File: config.mk
export PLATFORM = sky130hd
export DESIGN_NAME = axi_rr_arbiter
export DESIGN_NICKNAME = d
export VERILOG_FILES = /design/src/rtl/axi_rr_arbiter.sv
export SDC_FILE = /design/constraint.sdc
export NUM_CORES = 1
export LEC_CHECK = 0
export BUFFER_PORTS_ARGS = -buffer_cell sky130_fd_sc_hd__buf_2
export CAP_MARGIN = 10
export CELL_PAD_IN_SITES_DETAIL_PLACEMENT = 1
export CELL_PAD_IN_SITES_GLOBAL_PLACEMENT = 2
export CORE_AREA = 5 5 189 191
export CTS_CLUSTER_DIAMETER = 200
export DETAILED_ROUTE_END_ITERATION = 7
export DIE_AREA = 0 0 194 196
export PLACE_DENSITY_LB_ADDON = 0.1
export SETUP_SLACK_MARGIN = 0.5
export SLEW_MARGIN = 20
export SYNTH_ARGS = -nofsm -noshare
export SYNTH_HDL_FRONTEND = slang
export SYNTH_SLANG_ARGS = --single-unit
File: constraint.sdc
create_clock -name clock -period 2.1 [get_ports clock]
set_clock_uncertainty 0.15 [all_clocks]
set_input_delay 0.42 -clock clock [delete_from_list [all_inputs] [get_ports clock]]
set_output_delay 0.42 -clock clock [all_outputs]
set_load 0.05 [all_outputs]
File: src/rtl/axi_rr_arbiter.sv
// ============================================================================
// Module  : axi_rr_arbiter
// Purpose : N-master to 1-slave AXI4 arbiter, independent read/write channels.
//           `define ARB_FIXED_PRIO_EN selects fixed priority (master 0 highest)
//           instead of round-robin.
// Revision: 1.0 - initial release
// ============================================================================
`default_nettype none

module axi_rr_arbiter #(
  parameter int NUM_MASTERS = 2,
  parameter int ADDR_W      = 32,
  parameter int DATA_W      = 32,
  parameter int ID_W        = 4
) (
  input  logic                            clock,
  input  logic                            reset,
  // upstream read
  input  logic [NUM_MASTERS-1:0]          m_arvalid,
  output logic [NUM_MASTERS-1:0]          m_arready,
  input  logic [NUM_MASTERS*ADDR_W-1:0]   m_araddr,
  input  logic [NUM_MASTERS*8-1:0]        m_arlen,
  input  logic [NUM_MASTERS*3-1:0]        m_arsize,
  output logic [NUM_MASTERS-1:0]          m_rvalid,
  input  logic [NUM_MASTERS-1:0]          m_rready,
  output logic [DATA_W-1:0]               m_rdata,
  output logic [1:0]                      m_rresp,
  output logic                            m_rlast,
  // upstream write
  input  logic [NUM_MASTERS-1:0]          m_awvalid,
  output logic [NUM_MASTERS-1:0]          m_awready,
  input  logic [NUM_MASTERS*ADDR_W-1:0]   m_awaddr,
  input  logic [NUM_MASTERS*8-1:0]        m_awlen,
  input  logic [NUM_MASTERS*3-1:0]        m_awsize,
  input  logic [NUM_MASTERS-1:0]          m_wvalid,
  output logic [NUM_MASTERS-1:0]          m_wready,
  input  logic [NUM_MASTERS*DATA_W-1:0]   m_wdata,
  input  logic [NUM_MASTERS*DATA_W/8-1:0] m_wstrb,
  input  logic [NUM_MASTERS-1:0]          m_wlast,
  output logic [NUM_MASTERS-1:0]          m_bvalid,
  input  logic [NUM_MASTERS-1:0]          m_bready,
  output logic [1:0]                      m_bresp,
  // downstream
  input  logic                            io_master_arready,
  output logic                            io_master_arvalid,
  output logic [ADDR_W-1:0]               io_master_araddr,
  output logic [ID_W-1:0]                 io_master_arid,
  output logic [7:0]                      io_master_arlen,
  output logic [2:0]                      io_master_arsize,
  output logic [1:0]                      io_master_arburst,
  output logic                            io_master_rready,
  input  logic                            io_master_rvalid,
  input  logic [1:0]                      io_master_rresp,
  input  logic [DATA_W-1:0]               io_master_rdata,
  input  logic                            io_master_rlast,
  input  logic [ID_W-1:0]                 io_master_rid,
  input  logic                            io_master_awready,
  output logic                            io_master_awvalid,
  output logic [ADDR_W-1:0]               io_master_awaddr,
  output logic [ID_W-1:0]                 io_master_awid,
  output logic [7:0]                      io_master_awlen,
  output logic [2:0]                      io_master_awsize,
  output logic [1:0]                      io_master_awburst,
  input  logic                            io_master_wready,
  output logic                            io_master_wvalid,
  output logic [DATA_W-1:0]               io_master_wdata,
  output logic [DATA_W/8-1:0]             io_master_wstrb,
  output logic                            io_master_wlast,
  output logic                            io_master_bready,
  input  logic                            io_master_bvalid,
  input  logic [1:0]                      io_master_bresp,
  input  logic [ID_W-1:0]                 io_master_bid
);

  localparam int PW = (NUM_MASTERS > 1) ? $clog2(NUM_MASTERS) : 1;
  localparam int SW = DATA_W / 8;

  typedef enum logic [1:0] {R_IDLE = 2'd0, R_ADDR = 2'd1, R_DATA = 2'd2} rstate_t;
  typedef enum logic [1:0] {W_IDLE = 2'd0, W_ADDR = 2'd1, W_DATA = 2'd2, W_RESP = 2'd3} wstate_t;

  rstate_t         rstate_q, rstate_d;
  wstate_t         wstate_q, wstate_d;
  logic [PW-1:0]   rg_q, rg_d, wg_q, wg_d;
  logic [NUM_MASTERS-1:0] r_onehot, w_onehot;
  logic            r_sel_arvalid, r_sel_rready, w_sel_awvalid, w_sel_wvalid, w_sel_bready;
  logic [PW-1:0]   r_pick, w_pick;

  // rid/bid are never interpreted
  logic unused_ids;
  assign unused_ids = ^{io_master_rid, io_master_bid};

`ifdef ARB_FIXED_PRIO_EN
  function automatic logic [PW-1:0] pick(input logic [NUM_MASTERS-1:0] req);
    pick = '0;
    for (int i = NUM_MASTERS - 1; i >= 0; i--)
      if (req[i]) pick = PW'(i);
  endfunction

  assign r_pick = pick(m_arvalid);
  assign w_pick = pick(m_awvalid);
`else
  logic [PW-1:0] rptr_q, rptr_d, wptr_q, wptr_d;

  // Scan descending distance so the closest requester after ptr wins last.
  function automatic logic [PW-1:0] pick(input logic [NUM_MASTERS-1:0] req,
                                         input logic [PW-1:0] ptr);
    int idx;
    pick = '0;
    for (int k = NUM_MASTERS; k >= 1; k--) begin
      idx = (int'(ptr) + k) % NUM_MASTERS;
      if (req[idx]) pick = PW'(idx);
    end
  endfunction

  assign r_pick = pick(m_arvalid, rptr_q);
  assign w_pick = pick(m_awvalid, wptr_q);
`endif

  always_ff @(posedge clock or posedge reset) begin
    if (reset) begin
      rstate_q <= R_IDLE;
      wstate_q <= W_IDLE;
      rg_q     <= '0;
      wg_q     <= '0;
`ifndef ARB_FIXED_PRIO_EN
      rptr_q   <= PW'(NUM_MASTERS - 1);
      wptr_q   <= PW'(NUM_MASTERS - 1);
`endif
    end else begin
      rstate_q <= rstate_d;
      wstate_q <= wstate_d;
      rg_q     <= rg_d;
      wg_q     <= wg_d;
`ifndef ARB_FIXED_PRIO_EN
      rptr_q   <= rptr_d;
      wptr_q   <= wptr_d;
`endif
    end
  end

  // Payload and per-master handshake muxes driven by the registered grants.
  always_comb begin
    r_onehot          = '0;
    w_onehot          = '0;
    r_sel_arvalid     = 1'b0;
    r_sel_rready      = 1'b0;
    w_sel_awvalid     = 1'b0;
    w_sel_wvalid      = 1'b0;
    w_sel_bready      = 1'b0;
    io_master_araddr  = '0;
    io_master_arlen   = '0;
    io_master_arsize  = '0;
    io_master_awaddr  = '0;
    io_master_awlen   = '0;
    io_master_awsize  = '0;
    io_master_wdata   = '0;
    io_master_wstrb   = '0;
    io_master_wlast   = 1'b0;
    for (int i = 0; i < NUM_MASTERS; i++) begin
      if (rg_q == PW'(i)) begin
        r_onehot[i]      = 1'b1;
        r_sel_arvalid    = m_arvalid[i];
        r_sel_rready     = m_rready[i];
        io_master_araddr = m_araddr[i*ADDR_W +: ADDR_W];
        io_master_arlen  = m_arlen[i*8 +: 8];
        io_master_arsize = m_arsize[i*3 +: 3];
      end
      if (wg_q == PW'(i)) begin
        w_onehot[i]      = 1'b1;
        w_sel_awvalid    = m_awvalid[i];
        w_sel_wvalid     = m_wvalid[i];
        w_sel_bready     = m_bready[i];
        io_master_awaddr = m_awaddr[i*ADDR_W +: ADDR_W];
        io_master_awlen  = m_awlen[i*8 +: 8];
        io_master_awsize = m_awsize[i*3 +: 3];
        io_master_wdata  = m_wdata[i*DATA_W +: DATA_W];
        io_master_wstrb  = m_wstrb[i*SW +: SW];
        io_master_wlast  = m_wlast[i];
      end
    end
  end

  assign io_master_arid    = ID_W'(rg_q);
  assign io_master_awid    = ID_W'(wg_q);
  assign io_master_arburst = 2'b01;
  assign io_master_awburst = 2'b01;
  assign m_rdata           = io_master_rdata;
  assign m_rresp           = io_master_rresp;
  assign m_rlast           = io_master_rlast;
  assign m_bresp           = io_master_bresp;

  always_comb begin
    rstate_d          = rstate_q;
    rg_d              = rg_q;
`ifndef ARB_FIXED_PRIO_EN
    rptr_d            = rptr_q;
`endif
    m_arready         = '0;
    m_rvalid          = '0;
    io_master_arvalid = 1'b0;
    io_master_rready  = 1'b0;
    case (rstate_q)
      R_IDLE: begin
        if (|m_arvalid) begin
          rg_d     = r_pick;
          rstate_d = R_ADDR;
        end
      end
      R_ADDR: begin
        io_master_arvalid = r_sel_arvalid;
        m_arready         = r_onehot & {NUM_MASTERS{io_master_arready}};
        if (r_sel_arvalid && io_master_arready) rstate_d = R_DATA;
      end
      R_DATA: begin
        m_rvalid         = r_onehot & {NUM_MASTERS{io_master_rvalid}};
        io_master_rready = r_sel_rready;
        if (io_master_rvalid && r_sel_rready && io_master_rlast) begin
`ifndef ARB_FIXED_PRIO_EN
          rptr_d   = rg_q;
`endif
          rstate_d = R_IDLE;
        end
      end
      default: rstate_d = R_IDLE;
    endcase
  end

  always_comb begin
    wstate_d          = wstate_q;
    wg_d              = wg_q;
`ifndef ARB_FIXED_PRIO_EN
    wptr_d            = wptr_q;
`endif
    m_awready         = '0;
    m_wready          = '0;
    m_bvalid          = '0;
    io_master_awvalid = 1'b0;
    io_master_wvalid  = 1'b0;
    io_master_bready  = 1'b0;
    case (wstate_q)
      W_IDLE: begin
        if (|m_awvalid) begin
          wg_d     = w_pick;
          wstate_d = W_ADDR;
        end
      end
      W_ADDR: begin
        io_master_awvalid = w_sel_awvalid;
        m_awready         = w_onehot & {NUM_MASTERS{io_master_awready}};
        if (w_sel_awvalid && io_master_awready) wstate_d = W_DATA;
      end
      // W data is only accepted here, so early W beats wait for the AW handshake.
      W_DATA: begin
        io_master_wvalid = w_sel_wvalid;
        m_wready         = w_onehot & {NUM_MASTERS{io_master_wready}};
        if (w_sel_wvalid && io_master_wready && io_master_wlast) wstate_d = W_RESP;
      end
      W_RESP: begin
        m_bvalid         = w_onehot & {NUM_MASTERS{io_master_bvalid}};
        io_master_bready = w_sel_bready;
        if (io_master_bvalid && w_sel_bready) begin
`ifndef ARB_FIXED_PRIO_EN
          wptr_d   = wg_q;
`endif
          wstate_d = W_IDLE;
        end
      end
      default: wstate_d = W_IDLE;
    endcase
  end

endmodule

`default_nettype wire
Yosys cells after proc, flatten, opt, wreduce, memory -nomap -nowiden
Cells that the tools add are included.
Word-level totals
  flip-flop bits (word level): 8
  bits in latches: 0
  memory bits (writable): 0
  ROM bits: 0
  input bits: 308
  output and inout bits: 187
  logic and storage cells: 105
  memories: 0
Cells by class
  add/sub/neg operators: 4
  multipliers: 0
  div/mod/pow operators: 0
  order comparisons: 4
  equal/unequal tests: 12
  shifts and indexed selects: 0
  muxes and demuxes: 53
  bitwise gates (word level): 9
  reduce and logical (&&, ||, !) cells: 17
Operators with widths (count)
  $mux W32: 3
  $mux W1: 31
  $mux W2: 12
  $mux W8: 2
  $ne A2 B2 Y1 const B: 7
  $lt A2 B3 Y1 const B: 4
  $and A2 B2 Y2: 5
  $pmux W2 S4: 1
  $reduce_and A2 Y1: 4
  $logic_and A1 B1 Y1: 7
  $eq A2 B2 Y1 const B: 3
  $mux W3: 2
  $pmux W2 S3: 1
  $add A1 B1 Y1 const B: 4
  $and A1 B1 Y1 const A: 4
  $eq A2 B1 Y1 const B: 2
  $logic_not A2 Y1: 2
  $mux W4: 1
  $reduce_and A4 Y1: 1
  $reduce_or A2 Y1: 2
  $reduce_and A3 Y1: 1

Longest topological paths before layout
Gate-level depths: netlist of the first run.
  depth after elaboration: 7
  depth in mapped cells: 5

Worst setup path before layout of the first run
OpenSTA, ideal clock, no wires.
  path type: register -> output
  from: register rg_q
  to: output port m_rvalid[0]
  arrival: 1.868 ns
  required time: 1.530 ns
  slack: -0.338 ns
  cell stages (with the launch flop): 4
  buffers on the path: 2
  cell sequence: dfrtp_1 > clkbuf_1 > clkbuf_1 > nor3b_1
Between the ends
  longest elaborated chain between the ends: 3
Ends and longest elaborated chain
  from (decl): RTL line 83  | logic [PW-1:0] rg_q, rg_d, wg_q, wg_d;
  from (signal assigned): RTL line 132  | rg_q <= rg_d;
  $mux W1: RTL line 160  | if (rg_q == PW'(i)) begin
  $and A2 B2 Y2: RTL line 215  | m_rvalid = r_onehot & {NUM_MASTERS{io_master_rvalid}};
  $mux W2: RTL line 202  | case (rstate_q)
  to (decl): RTL line 24  | output logic [NUM_MASTERS-1:0] m_rvalid,
Every way passes these cells.

Final worst setup path of the first run
  from: register wg_q
  to: output port io_master_wdata[5]
Between the ends
  longest elaborated chain between the ends: 1
Ends and longest elaborated chain
  from (decl): RTL line 83
  from (signal assigned): RTL line 133  | wg_q <= wg_d;
  $mux W32: RTL line 168  | if (wg_q == PW'(i)) begin
  to (decl): RTL line 66  | output logic [DATA_W-1:0] io_master_wdata,
Every way passes these cells.

==> impl_results.md, run 1 <==
- Syn. warnings: 0
- Multi-input gate area: 2250 sq um
- Clock root buffer: clkbuf_16
- First-pass GRT wire length: 27.9 mm
- Post-route clock period utilization: 1.00
- Number of flops mapped to enable cells by yosys: 0
- Port bufs: 404
- Min-delay worst type: in -> async
- Clk_lat worst skew: 0.23 ns
- Total wire length: 20.0 mm
- DRT antenna net count: 0
- Comb pwr share: 0.937
- Top-count cell post-synth: mux2_2
- Routability cong.: 0.798
- Share of cells above drive strength 1: 0.938
- Worst-path clk slew: 0.04 ns
- Gr usage total: 0.0967
- CP required: 1.53 ns
- Clock share of power: 0.030
- # IOs: 495
- Ys async rst share: 1.00
- Largest area contributor in the netlist: mux2_2
- Number of max-cap violations: 0
- Status: finished with violations
- Worst slack, placed: 0.117 ns
- CTS Buf Count: 3
- WP data arrival: 1.54 ns
- Die Area: 38000 sq um
- # DRC: 0
- Top cell by count, worst path: buf_12
- Synth Area per Inst: 9.48 sq um
- Worst path slowest cell: dfrtp_4
- Initial antenna violation count: 8
- Largest net degree at the start of global routing: 16
- Row Count: 68
- H-tree Lvls: 1
- Total power: 10700 uW
- Final Hold Viols: 0
- Hold_ws: 0.0402 ns
- Max VDD drop: 0.527 mV
- P&R area growth vs syn: 183%
- DPL Wire Length: 17.1 mm
- Max incr delay on CP: 0.48 ns
- Int Power: 5240 uW
- Failing checks: setup timing
- Leakage: 0.00344 uW
- Initial DRC count: 35
- Drt first pass iters: 3
- Number of fillers in the final layout: 3943
- Post-synth top flop: dfrtp_1
- Reg power frac: 0.033
- CTS tree: yes
- Die H: 196 um
- Register area: 210 sq um
- Sw Ratio: 0.511
- DR vias/cell: 3.32
- Vias: 3668
- #FFs+latches synth: 8
- Area fraction of the dominant cell type after synthesis: 0.576
- Grt total ovfl: 0
- Sequential share of the synthesized area: 0.0822
- Worst Setup Slack, final: -0.00583 ns
- Cells after Synth: 260
- Slew Viols, Final: 0
- Num Clock Sinks: 8
- Bufs on Longest Clock Path: 2
- Worst-path fanout max: 8
- Main area contributors after synthesis: mux2_2 (58%), buf_4 (15%), dfrtp_1 (6.1%), buf_2 (2.6%), dfstp_2 (2.1%)
- Setup Viol. Count Final: 6
- Most instantiated cells after synthesis: mux2_2 (126), buf_4 (49), buf_2 (13)
- Cells along the critical path: buf_12 > buf_12 > mux2_4 > buf_6
- Net Switching: 5470 uW
- Pwr dens: 1540 nW/um^2
- Hold buffer count at CTS: 0
- Unrepaired setup endpoints after global routing: true
- Final nets: 960
- Crit Path Category: reg -> out
- Die width: 194 um
- Core area: 33900 sq um
- CP startpoint kind: register
- Cell Area, Synth: 2460 sq um
- Final setup TNS: -0.0150 ns
- Unique masters post-synth: 32
- Fmax: 475 MHz
- Final core utilization: 0.205
- Initial Util: 0.0726
- CP endpoint kind: output port
- Crit path time final: 2.11 ns
- Drt wl/cell: 18.1 um
- Vias in the first global route: 4276
worst paths after layout:
check	start	to	slack (ns)	cells past startpoint
min	reset	wstate_q[1]$_DFFE_PP0P_	0.04	2
max	wg_q$_DFFE_PP0P_	io_master_wdata[5]	-0.006	4
max in group asynchronous	reset	rptr_q$_DFFE_PP1P_	1.44	2
min reg2reg	rstate_q[0]$_DFFE_PP0P_	rstate_q[1]$_DFFE_PP0P_	0.38	1
min in group clock	m_awvalid[1]	wg_q$_DFFE_PP0P_	0.33	2
max reg2reg	wg_q$_DFFE_PP0P_	wstate_q[1]$_DFFE_PP0P_	0.03	6
layout make-up:
class | instances | area share
timing repair buffer | 440 | 0.552
antenna | 3 | 0.00108
sequential | 8 | 0.0302
inverter | 3 | 0.00162
clock buffer | 3 | 0.0108
multi-input combinational | 192 | 0.323
tap | 455 | 0.0817
timing repair:
action                                  CTS  global route
cloned                                    7             1
resized for setup                       365            75
buffers inserted                         12             6
endpoints found under the setup margin  143           143
hold endpoints to repair                  0             0
pin swaps                                 4             3
layer usage:
metal  part of all wire  routed length (um)  vias up  global-route usage
met5             0.0028                  55        -                   0
met4              0.019                 371        8              0.0237
met3               0.14                2780       22              0.0558
met2               0.54               10800      311               0.189
met1               0.30                6000     1674              0.0843
li1                   -                   -     1653                   -
registers in the layout, summed over array words and instances, names as in the netlist:
register / flops
rptr_q: 1
wg_q: 1
rstate_q: 2
wstate_q: 2
rg_q: 1
wptr_q: 1
worst max-delay path: cells and delay by family, from the launching register on:
family	cells	cell delay, ns
flip-flops	1	0.48
buffers and inverters	3	0.49
multiplexers	1	0.32
power by group through the flow:
stage	logic [uW]	registers [uW]	clock network, uW
2_1_floorplan	5810	296	0
3_3_place_gp	6970	418	0
3_5_place_dp	6970	422	0
4_1_cts	9580	348	329
5_1_grt	10500	367	339
6_report	10000	354	317
stage by stage:
step	instances	instance area [sq um]
2_1_floorplan	268	2840
3_3_place_gp	1072	5040
3_5_place_dp	1072	5040
4_1_cts	1094	6610
5_1_grt	1104	6970
6_report	1104	6970
logic make-up (layout without fill, tap and decap cells):
| logic type | Yosys count | in the layout | synth area share |
|---|---|---|---|
| flops | 8 | 8 | 0.0822 |
| simple gates | 37 | 37 | 0.0756 |
| other cells | 2 | 13 | 0.00305 |
| mux | 130 | 130 | 0.593 |
| buf+inv | 68 | 446 | 0.188 |
| compound gates | 11 | 11 | 0.0381 |
| fa+ha+maj | 4 | 4 | 0.0203 |
cell usage in the layout, fill, tap and decap left out, drive strengths merged:
cell,n
a211oi,1
a21boi,1
a21o,1
a21oi,1
a31oi,1
a32o,3
and2,2
and3,4
and4b,1
buf,439
clkbuf,4
conb,10
dfrtp,6
dfstp,2
diode,3
ha,4
inv,3
mux2,128
mux2i,2
nand2,11
nand2b,1
nand3,2
nand4,1
nand4b,1
nor2,9
nor2b,4
nor3b,1
o22ai,1
o32a,1
o32ai,1
Note: power is estimated with default switching activity, not from simulation.
==> inputs of run 2 (changes only) <==
--- a/config.mk
+++ b/config.mk
@@ -13,9 +13,9 @@
 export CTS_CLUSTER_DIAMETER = 200
 export DETAILED_ROUTE_END_ITERATION = 7
 export DIE_AREA = 0 0 194 196
-export PLACE_DENSITY_LB_ADDON = 0.1
+export PLACE_DENSITY = 0.72
+export REMOVE_ABC_BUFFERS = 1
 export SETUP_SLACK_MARGIN = 0.5
-export SLEW_MARGIN = 20
 export SYNTH_ARGS = -nofsm -noshare
 export SYNTH_HDL_FRONTEND = slang
 export SYNTH_SLANG_ARGS = --single-unit
==> impl_results.md, run 2 (same netlist as run 1, synthesis figures left out) <==
- CTS tree: yes
- DR vias/cell: 3.35
- Post-DP Area: 4810 sq um
- Grt total ovfl: 0
- Number of fillers in the final layout: 4037
- Post-route clock period utilization: 1.01
- Initial Util: 0.0726
- CP startpoint kind: register
- Reg power frac: 0.038
- Status: finished with violations
- Drt first pass iters: 4
- Share of cells above drive strength 1: 0.923
- Biggest regs: rstate_q (2), wstate_q (2)
- Worst Setup Slack, final: -0.0275 ns
- Bufs on Longest Clock Path: 2
- P&R area growth vs syn: 159%
- CTS Buf Count: 3
- Initial DRC count: 52
- Clock share of power: 0.033
- Comb pwr share: 0.929
- Number of max-cap violations: 0
- Min-delay worst type: in -> async
- Core area: 33900 sq um
- First-pass GRT wire length: 27.5 mm
- Final nets: 960
- Sw Ratio: 0.536
- Die H: 196 um
- Commonest non-fill, non-tap cells in the layout: buf_2 (283), mux2_2 (102), buf_6 (80)
- Cells along the critical path: buf_6 > mux2_2 > buf_2
- Failing checks: setup timing
- Clk_lat worst skew: 0.23 ns
- Row Count: 68
- Int Power: 4530 uW
- Net Switching: 5230 uW
- # IOs: 495
- Vias in the first global route: 4234
- CP required: 1.53 ns
- Clock root buffer: clkbuf_16
- Largest delay share family, worst path: flip-flops
- Port bufs: 404
- WP data arrival: 1.56 ns
- # DRC: 0
- Final core utilization: 0.188
- Vias: 3683
- DPL Wire Length: 16.8 mm
- Buf+Inv Stages, Crit Path: 2
- Design area: 6380 sq um
- DRT antenna net count: 0
- Total wire length: 20.1 mm
- Largest net degree at the start of global routing: 23
- Die width: 194 um
- Worst path slowest cell: dfrtp_4
- Initial antenna violation count: 7
- Start of the worst register-to-register path: wg_q$_DFFE_PP0P_
- Pwr dens: 1530 nW/um^2
- Gr usage total: 0.0939
- Commonest non-fill, non-tap cell in the layout: buf_2
- Max incr delay on CP: 0.48 ns
- Leakage: 0.00313 uW
- Final Hold Viols: 0
- Worst slack, placed: 0.0890 ns
- Worst-path fanout max: 22
- Fin cells: 1101
- Crit path time final: 2.13 ns
- Routability cong.: 0.893
- Max VDD drop: 0.616 mV
- Slew Viols, Final: 0
- Placed Cells incl. Taps: 1080
- Final setup TNS: -0.170 ns
- CP endpoint kind: output port
- H-tree Lvls: 1
- Drt wl/cell: 18.3 um
- Setup Viol. Count Final: 14
- Fmax: 470 MHz
- Crit Path Category: reg -> out
- Die Area: 38000 sq um
- Multi-input gate area: 2060 sq um
- Critical Path Source: wg_q$_DFFE_PP0P_
- Diodes inserted: 0
- Worst-path clk slew: 0.04 ns
- Unrepaired setup endpoints after global routing: true
- Num Clock Sinks: 8
- Register area: 210 sq um
## run 2: per-stage QoR
step	hold slack, ns	total power [uW]
2_1_floorplan	0.0842	5100
3_3_place_gp	0.277	7000
3_5_place_dp	0.289	7030
4_1_cts	0.0398	9470
5_1_grt	0.0591	10200
6_report	0.0232	9760
## run 2: what timing repair did
action / CTS / global route
pin swaps: 4 / 5
setup endpoints to repair: 143 / 144
buffers inserted: 11 / 1
resized for setup: 306 / 56
cloned: 6 / 0
hold buffers: 0 / 0
## run 2: area by class of cell
class,count,share of cell area
Clock buffer,3,0.0118
Inverter,3,0.00176
Multi-Input combinational cell,192,0.322
Sequential cell,8,0.0329
Tap cell,455,0.0892
Timing Repair Buffer,440,0.542
## run 2: power by group through the flow
stage | combinational (uW) | sequential [uW] | clock, uW
global route | 9460 | 388 | 345
detailed placement | 6640 | 383 | 0
global placement | 6620 | 383 | 0
CTS | 8770 | 362 | 335
finish | 9070 | 372 | 320
floorplan | 4410 | 688 | 0
## run 2: path summary, 6_finish.rpt
| kind | cells past startpoint | slack [ns] | to |
|---|---|---|---|
| setup / recovery | 3 | -0.03 | io_master_awaddr[10] |
| hold / removal | 2 | 0.02 | wg_q$_DFFE_PP0P_ |
| setup reg to reg | 5 | 0.04 | wstate_q[1]$_DFFE_PP0P_ |
| hold reg to reg | 2 | 0.40 | wptr_q$_DFFE_PP1P_ |
| max in group asynchronous | 2 | 1.45 | rptr_q$_DFFE_PP1P_ |
| min in group clock | 2 | 0.35 | wg_q$_DFFE_PP0P_ |
## run 2: per-layer routing
metal,GRT usage,part of all wire,vias up
met3,0.0534,0.14,16
met4,0.00703,0.0088,0
met5,0,0,-
met1,0.0912,0.33,1659
met2,0.181,0.52,360
li1,-,-,1648
## run 2: worst reg2reg max path, delay by kind of cell, from the launching register on
kind                   cells  cell delay, ns
multiplexers               1            0.32
buffers and inverters      1            0.17
AO/OA/AOI/OAI              2            0.57
flip-flops                 1            0.53
AND/OR/NAND/NOR            1            0.21
==> inputs of run 3 (changes only) <==
==> constraint.sdc (replaced) <==
create_clock -name clock -period 2.4 [get_ports clock]
set_clock_uncertainty 0.15 [all_clocks]
set_input_delay 0.48 -clock clock [delete_from_list [all_inputs] [get_ports clock]]
set_output_delay 0.48 -clock clock [all_outputs]
set_load 0.05 [all_outputs]
==> impl_results.md, run 3 (same netlist as run 1, synthesis figures left out) <==
- Status: finished clean
- Sw Ratio: 0.539
- Core area: 33900 sq um
- Number of fillers in the final layout: 4016
- Commonest non-fill, non-tap cells in the layout: buf_2 (279), buf_6 (106), mux2_2 (105)
- CP required: 1.77 ns
- Crit path time final: 2.20 ns
- Drt first pass iters: 4
- Clock share of power: 0.033
- Cells along the critical path: buf_12 > buf_16 > mux2_4 > buf_8
- Die H: 196 um
- Hold_ws: 0.0680 ns
- Crit Path Category: reg -> out
- Die width: 194 um
- Worst path slowest cell: dfrtp_4
- Vias in the first global route: 4178
- Biggest regs: rstate_q (2), wstate_q (2)
- Comb pwr share: 0.930
- Int Power: 3980 uW
- WP data arrival: 1.57 ns
- P&R area growth vs syn: 159%
- CTS Buf Count: 3
- Reg2reg path depth: 5
- Diodes inserted: 0
- Slew Viols, Final: 0
- DR vias/cell: 3.36
- Grt total ovfl: 0
- H-tree Lvls: 1
- Port bufs: 404
- # IOs: 495
- Reg power frac: 0.037
- # DRC: 0
- Worst-path fanout max: 7
- First-pass GRT wire length: 27.5 mm
- Worst Setup Slack, final: 0.200 ns
- Vias: 3707
- Final core utilization: 0.188
- Buf+Inv Stages, Crit Path: 3
- Share of cells above drive strength 1: 0.923
- Worst-path clk slew: 0.04 ns
- Drt wl/cell: 18.6 um
- Commonest non-fill, non-tap cell in the layout: buf_2
- DRT antenna net count: 0
- Routability cong.: 0.891
- Initial antenna violation count: 8
- Pwr dens: 1350 nW/um^2
- Number of max-cap violations: 0
- Max incr delay on CP: 0.53 ns
- Net Switching: 4640 uW
- Die Area: 38000 sq um
- Worst path depth: 4
- Min-delay worst type: in -> async
- Unrepaired setup endpoints after global routing: true
- Leakage: 0.00312 uW
- Final nets: 961
- Final setup TNS: 0 ns
- Largest net degree at the start of global routing: 29
- Fmax: 455 MHz
- Bufs on Longest Clock Path: 2
- Max VDD drop: 0.531 mV
- Initial Util: 0.0726
- Row Count: 68
- Initial DRC count: 60
- DPL Wire Length: 16.4 mm
- Post-route clock period utilization: 0.917
- Total power: 8620 uW
- Num Clock Sinks: 8
- CTS tree: yes
- CP endpoint kind: output port
- Worst slack, placed: 0.261 ns
- Clk_lat worst skew: 0.23 ns
- Final Hold Viols: 0
- Total wire length: 20.5 mm
- Setup Viol. Count Final: 0
- CP startpoint kind: register
- Clock root buffer: clkbuf_16
- Largest delay share family, worst path: flip-flops
- Gr usage total: 0.0938
==> run 3: changes by cell type in the layout (fill, tap and decap cells not counted), sizes merged <==
cell and change:
clkbuf +4, buf -2, bufbuf -1
==> run 3: final timing paths <==
path	from	to	slack, ns
setup / recovery	wg_q$_DFFE_PP0P_	io_master_wdata[10]	0.20
hold / removal	reset	wg_q$_DFFE_PP0P_	0.07
setup reg to reg	wg_q$_DFFE_PP0P_	wstate_q[1]$_DFFE_PP0P_	0.34
hold reg to reg	rstate_q[1]$_DFFE_PP0P_	rstate_q[0]$_DFFE_PP0P_	0.41
max in group asynchronous	reset	rptr_q$_DFFE_PP1P_	1.72
min in group clock	m_bready[1]	wptr_q$_DFFE_PP1P_	0.40
==> run 3: what timing repair did <==
item                                    CTS  global route
pin swaps                                 1             5
cloned                                    5             5
endpoints found under the setup margin  140           141
resized for setup                       282            74
buffers inserted                         16             6
hold buffers                              0             0
==> run 3: power groups by stage <==
stage,clock network (uW),registers (uW),logic (uW)
2_1_floorplan,0,615,3970
3_3_place_gp,0,367,5580
3_5_place_dp,0,371,5610
4_1_cts,294,340,7410
5_1_grt,305,329,8360
6_report,283,320,8020
==> run 3: metrics by stage <==
step | area [sq um] | instances
4_1_cts | 5980 | 1091
2_1_floorplan | 2040 | 203
6_report | 6370 | 1102
3_3_place_gp | 4710 | 1067
5_1_grt | 6370 | 1102
3_5_place_dp | 4710 | 1067
==> run 3: layout make-up <==
type | instances | area, sq um | area share
Sequential cell | 8 | 210 | 0.0330
Timing Repair Buffer | 441 | 3480 | 0.546
Clock buffer | 3 | 75.1 | 0.0118
Tap cell | 455 | 569 | 0.0893
Multi-Input combinational cell | 192 | 2030 | 0.318
Inverter | 3 | 11.3 | 0.00177
==> run 3: routing by layer <==
metal,global-route usage,vias to the layer above,part of all wire
met5,0.00639,-,0.0017
met2,0.177,366,0.51
li1,-,1653,-
met3,0.0479,18,0.13
met1,0.0965,1668,0.35
met4,0.00703,2,0.0070
